<file path="config.mk">
export PLATFORM = sky130hd
export DESIGN_NAME = tile_128_index_fetch
export DESIGN_NICKNAME = d
export VERILOG_FILES = /design/src/rtl/tile_128_index_fetch.sv
export SDC_FILE = /design/constraint.sdc
export NUM_CORES = 1
export LEC_CHECK = 0
export BUFFER_PORTS_ARGS = -buffer_cell sky130_fd_sc_hd__buf_2
export CAP_MARGIN = 5
export CORE_MARGIN = 2
export CORE_UTILIZATION = 49
export DETAILED_ROUTE_END_ITERATION = 8
export PLACE_DENSITY = 0.82
export SYNTH_ARGS = -nofsm -noshare
export SYNTH_HDL_FRONTEND = slang
export SYNTH_SLANG_ARGS = --single-unit
</file>
<file path="constraint.sdc">
create_clock -name Clk -period 5.4 [get_ports Clk]
set_input_delay 0.27 -clock Clk [delete_from_list [all_inputs] [get_ports Clk]]
set_output_delay 0.27 -clock Clk [all_outputs]
set_load 0.05 [all_outputs]
</file>
<file path="src/rtl/tile_128_index_fetch.sv">
// tile_128_index_fetch: two-stage pixel-index fetch for a 128x128 tile.
// Stage 0 computes the ROM address and tile hit, and stage 1 captures the index.
module tile_128_index_fetch #(
    parameter int         TILE_DIM   = 128,
    parameter int         ADDR_W     = 14,
    parameter logic [9:0] RESET_X    = 10'd256,
    parameter logic [9:0] RESET_Y    = 10'd176,
    parameter logic       TRANSP_EN  = 1'b0,
    parameter logic [4:0] TRANSP_IDX = 5'd0
) (
    input  logic              Clk,
    input  logic              Reset,
    input  logic              frame_start,
    input  logic [9:0]        pos_x_in,
    input  logic [9:0]        pos_y_in,
    input  logic [9:0]        draw_x,
    input  logic [9:0]        draw_y,
    input  logic              blank_n,
    output logic [ADDR_W-1:0] rom_addr,
    input  logic [4:0]        rom_data,
    output logic [4:0]        pix_index,
    output logic              pix_valid,
    output logic [9:0]        draw_x_d,
    output logic [9:0]        draw_y_d
);
    localparam int DIM_W = ADDR_W / 2;

    logic [9:0]  shadow_x, shadow_y;
    logic [9:0]  draw_x_s0, draw_y_s0;
    logic [10:0] dx, dy;
    logic        hit0, hit1;

    // 11-bit differences go negative left of or above the tile, so there is no wraparound
    always_comb begin
        dx   = {1'b0, draw_x} - {1'b0, shadow_x};
        dy   = {1'b0, draw_y} - {1'b0, shadow_y};
        hit0 = blank_n & ~dx[10] & ~dy[10] & (dx < 11'(TILE_DIM)) & (dy < 11'(TILE_DIM));
    end

    always_ff @(posedge Clk or posedge Reset) begin
        if (Reset) begin
            shadow_x  <= RESET_X;
            shadow_y  <= RESET_Y;
            rom_addr  <= '0;
            hit1      <= 1'b0;
            draw_x_s0 <= '0;
            draw_y_s0 <= '0;
            pix_index <= '0;
            pix_valid <= 1'b0;
            draw_x_d  <= '0;
            draw_y_d  <= '0;
        end else begin
            if (frame_start) begin
                shadow_x <= pos_x_in;
                shadow_y <= pos_y_in;
            end
            rom_addr  <= hit0 ? {dy[DIM_W-1:0], dx[DIM_W-1:0]} : '0;
            hit1      <= hit0;
            draw_x_s0 <= draw_x;
            draw_y_s0 <= draw_y;
            pix_index <= rom_data;
            pix_valid <= hit1 & ~(TRANSP_EN & (rom_data == TRANSP_IDX));
            draw_x_d  <= draw_x_s0;
            draw_y_d  <= draw_y_s0;
        end
    end
endmodule

</file>
==> metrics.md <==
| Metric | Value |
|---|---|
| Outcome | completed |
| Setup Skew | 0.0172 ns |
| Final HPWL DP | 4500 um |
| R2R setup slack | 2.57 ns |
| Clock sinks | 81 |
| Tcrit/Tclk final | 54.4% |
| Peak Freq | 0.340 GHz |
| Rel. slew slack | 34.9% |
| Worst-path clk slew | 0.10 ns |
| Core area | 6720 sq um |
| Top-area cell type share of the netlist area | 57.2% |
| Final hold violations | 0 |
| Die X-Extent | 86.9 um |
| Synth async-reset ratio | 100% |
| Pre-CTS setup slack | 2.52 ns |
| Hold Path Origin | draw_y[2] |
| Post-Synthesis Cells | 272 |
| Hold WC Path Type | in -> reg |
| Clock Tree Buf Depth | 2 |
| Total power | 1350 uW |
| Mapped Nets | 343 |
| Net switching power | 426 uW |
| CP Launch Type | primary input |
| Vias in the first global route | 2,385 |
| Max-slew violation count | 0 |
| Max Fanout on Critical Path | 15 |
| Hold depth | 1 |
| Top-count cell post-synth | dfrtp_1 |
| Net Sw Frac | 31.6% |
| Layout Nets | 442 |
| Total of max-cap violations | 0 |
| Length of the first detailed-routing pass in iterations | 4 |
| Min Tclk post-route | 2.94 ns |
| Root buf cell | clkbuf_8 |
| Flops & latches, synth | 81 |
| Fin Setup TNS | 0 ns |
| Sequential Power Share | 48.0% |
| Placer Congestion | 0.817 |
| Largest net degree at the start of global routing | 82 |
| Area leader, netlist | dfrtp_1 |
| Final wirelength | 6420 um |
| DRC viols | 0 |
| Initial core utilization | 50.1% |
| IO Pins | 89 |
| CTS H-Tree Depth | 3 |
| Share of cells above drive strength 1 | 35.1% |
| Worst vdd ir | 199 uV |
| Top FF cell, synth | dfrtp_1 |
| Seq/Total Area, Yosys | 60.3% |
| Synthesized area per cell | 12.4 sq um |
| Port buffer count | 88 |
| Crit Reg-Reg Endpoint | rom_addr[1] |
| Final setup fails | 0 |
| Rows | 30 |
| Final ANT Viol Nets | 0 |
| Clk_lat worst skew | 0.37 ns |
| Distinct cells, synth | 43 |
| P&R area growth vs syn | 22.7% |
| Vias per cell | 5.03 |
| Remaining Overflow, GRT | 0 |
| Synth warn | 0 |
| Clock power frac | 30.8% |
| Post-synth top cells | 77 x dfrtp_1, 30 x nand2_1, 27 x inv_1, 25 x o21ai_0, 20 x ha_1 |
| Initial antenna violation count | 0 |
| Internal power | 922 uW |
| Via count | 2,295 |
| Dominant cells by area after synthesis | dfrtp_1 57%, ha_1 7.4%, o21ai_0 3.7% |
| Worst Reg2Reg Path Length in Cells | 9 |
| Arrival @ worst endpoint | 3.18 ns |
| Tightest Pin Transition | 0.976 ns |
| Combinational share of power | 21.2% |
| Cell area after synthesis | 3370 sq um |
| Gr usage total | 18.4% |
| Initial drt markers | 138 |
| RSZ-0062 raised after global routing | no |
| Worst setup margin | 2.46 ns |
| CP Data Required Time | 5.64 ns |
| CTS buffer count | 9 |
| Drt wl/cell | 14.1 um |
| CTS tree | built |
| Crit. End Element | flip-flop |
| Antenna diodes | 0 |
| Die height | 86.9 um |
| Post-synth EDFFs | 0 |
| R2R Path Start | shadow_y[0] |
| Die ar. | 7560 sq um |
| First-pass GRT wire length | 10,600 um |
| Hold Crit Endpoint | draw_y_s0[2] |
| Crit Path Class | in -> reg |
| Lkg Pwr | 0.00205 uW |
| PD cells | 326 nW/um^2 |
repair_timing:
item                                   in CTS  in global routing
resized for setup                           0                  0
hold buffers                                5                  1
endpoints found under the hold margin       5                  1
buffers inserted                            0                  0
layout make-up:
class	count	area [sq um]
Clock buffer	10	138
Clock inverter	6	50.0
Fill cell	539	2580
Inverter	27	103
Multi-Input combinational cell	157	1200
Sequential cell	81	2030
Tap cell	80	100
Timing Repair Buffer	95	508
through the flow:
stage                     util, %  area [sq um]  cells  hold WS [ns]
after global routing         61.5          4140    456       0.00608
final                        61.5          4140    456        0.0179
after global placement       57.9          3890    434         0.332
after detailed placement     57.9          3890    434         0.335
after floorplan                 -          3370    272         0.301
after CTS                    61.4          4130    455       0.00396
critical path, stage by stage:
cell and delay, ns:
dlygate4sd3_1 0.53, buf_2 0.13, inv_1 0.05, ha_1 0.15, inv_1 0.05, fa_1 0.39
a21o_1 0.20, a221oi_2 0.28, o21ai_0 0.14, mux2i_1 0.19, o211ai_2 0.37, nor4b_1 0.42
cells in the final DEF, fill, tap and decap left out, types with 4 or more instances in the layout:
master / count
dfstp_2: 4
xor2_1: 5
nand2_1: 30
a21o_1: 4
inv_1: 26
clkbuf_8: 10
a21oi_1: 8
buf_2: 88
xnor2_1: 5
nor2_1: 7
dfrtp_1: 77
ha_1: 20
nor4_2: 9
o21ai_0: 25
dlygate4sd3_1: 6
per-layer routing:
metal,GRT usage (%),up-vias,share of wire [%]
li1,-,1130,-
met1,22.1,1080,43
met2,30.2,72,49
met3,6.45,13,6.2
met4,7.24,0,1.9
met5,0,-,0
registers in the layout, indices dropped and copies added, names as in the netlist:
signal and flops:
pix_index 5, hit1 1, draw_x_s0 10, draw_y_s0 10, draw_x_d 10, rom_addr 14, shadow_y 10, draw_y_d 10
shadow_x 10, pix_valid 1
cells by family after synthesis:
kind of cell,share of synthesized area (%)
AO/OA/AOI/OAI,11.8
XOR/XNOR,2.86
adder cells (fa/ha/maj),8.61
buffers and inverters,4.16
flip-flops,60.3
multiplexers,1.26
AND/OR/NAND/NOR,11.0
how the worst max path moves through the flow:
stage                start           to  slack [ns]  depth (start not counted)
6_report         draw_x[0]  rom_addr[1]        2.46                         12
5_1_grt          draw_x[0]  rom_addr[1]        2.23                         12
4_1_cts        shadow_y[0]  rom_addr[1]        2.58                          9
3_5_place_dp     draw_y[0]  rom_addr[1]        2.52                         11
3_3_place_gp     draw_y[0]  rom_addr[8]        2.72                         11
2_1_floorplan        Reset  draw_x_d[0]        3.06                          1
power groups by stage:
stage | clock [uW] | sequential, uW | combinational [uW]
floorplan | 0 | 694 | 179
global placement | 0 | 658 | 273
detailed placement | 0 | 659 | 281
CTS | 427 | 647 | 288
global route | 450 | 651 | 316
finish | 415 | 647 | 286
Note: power is estimated with default switching activity, not from simulation.
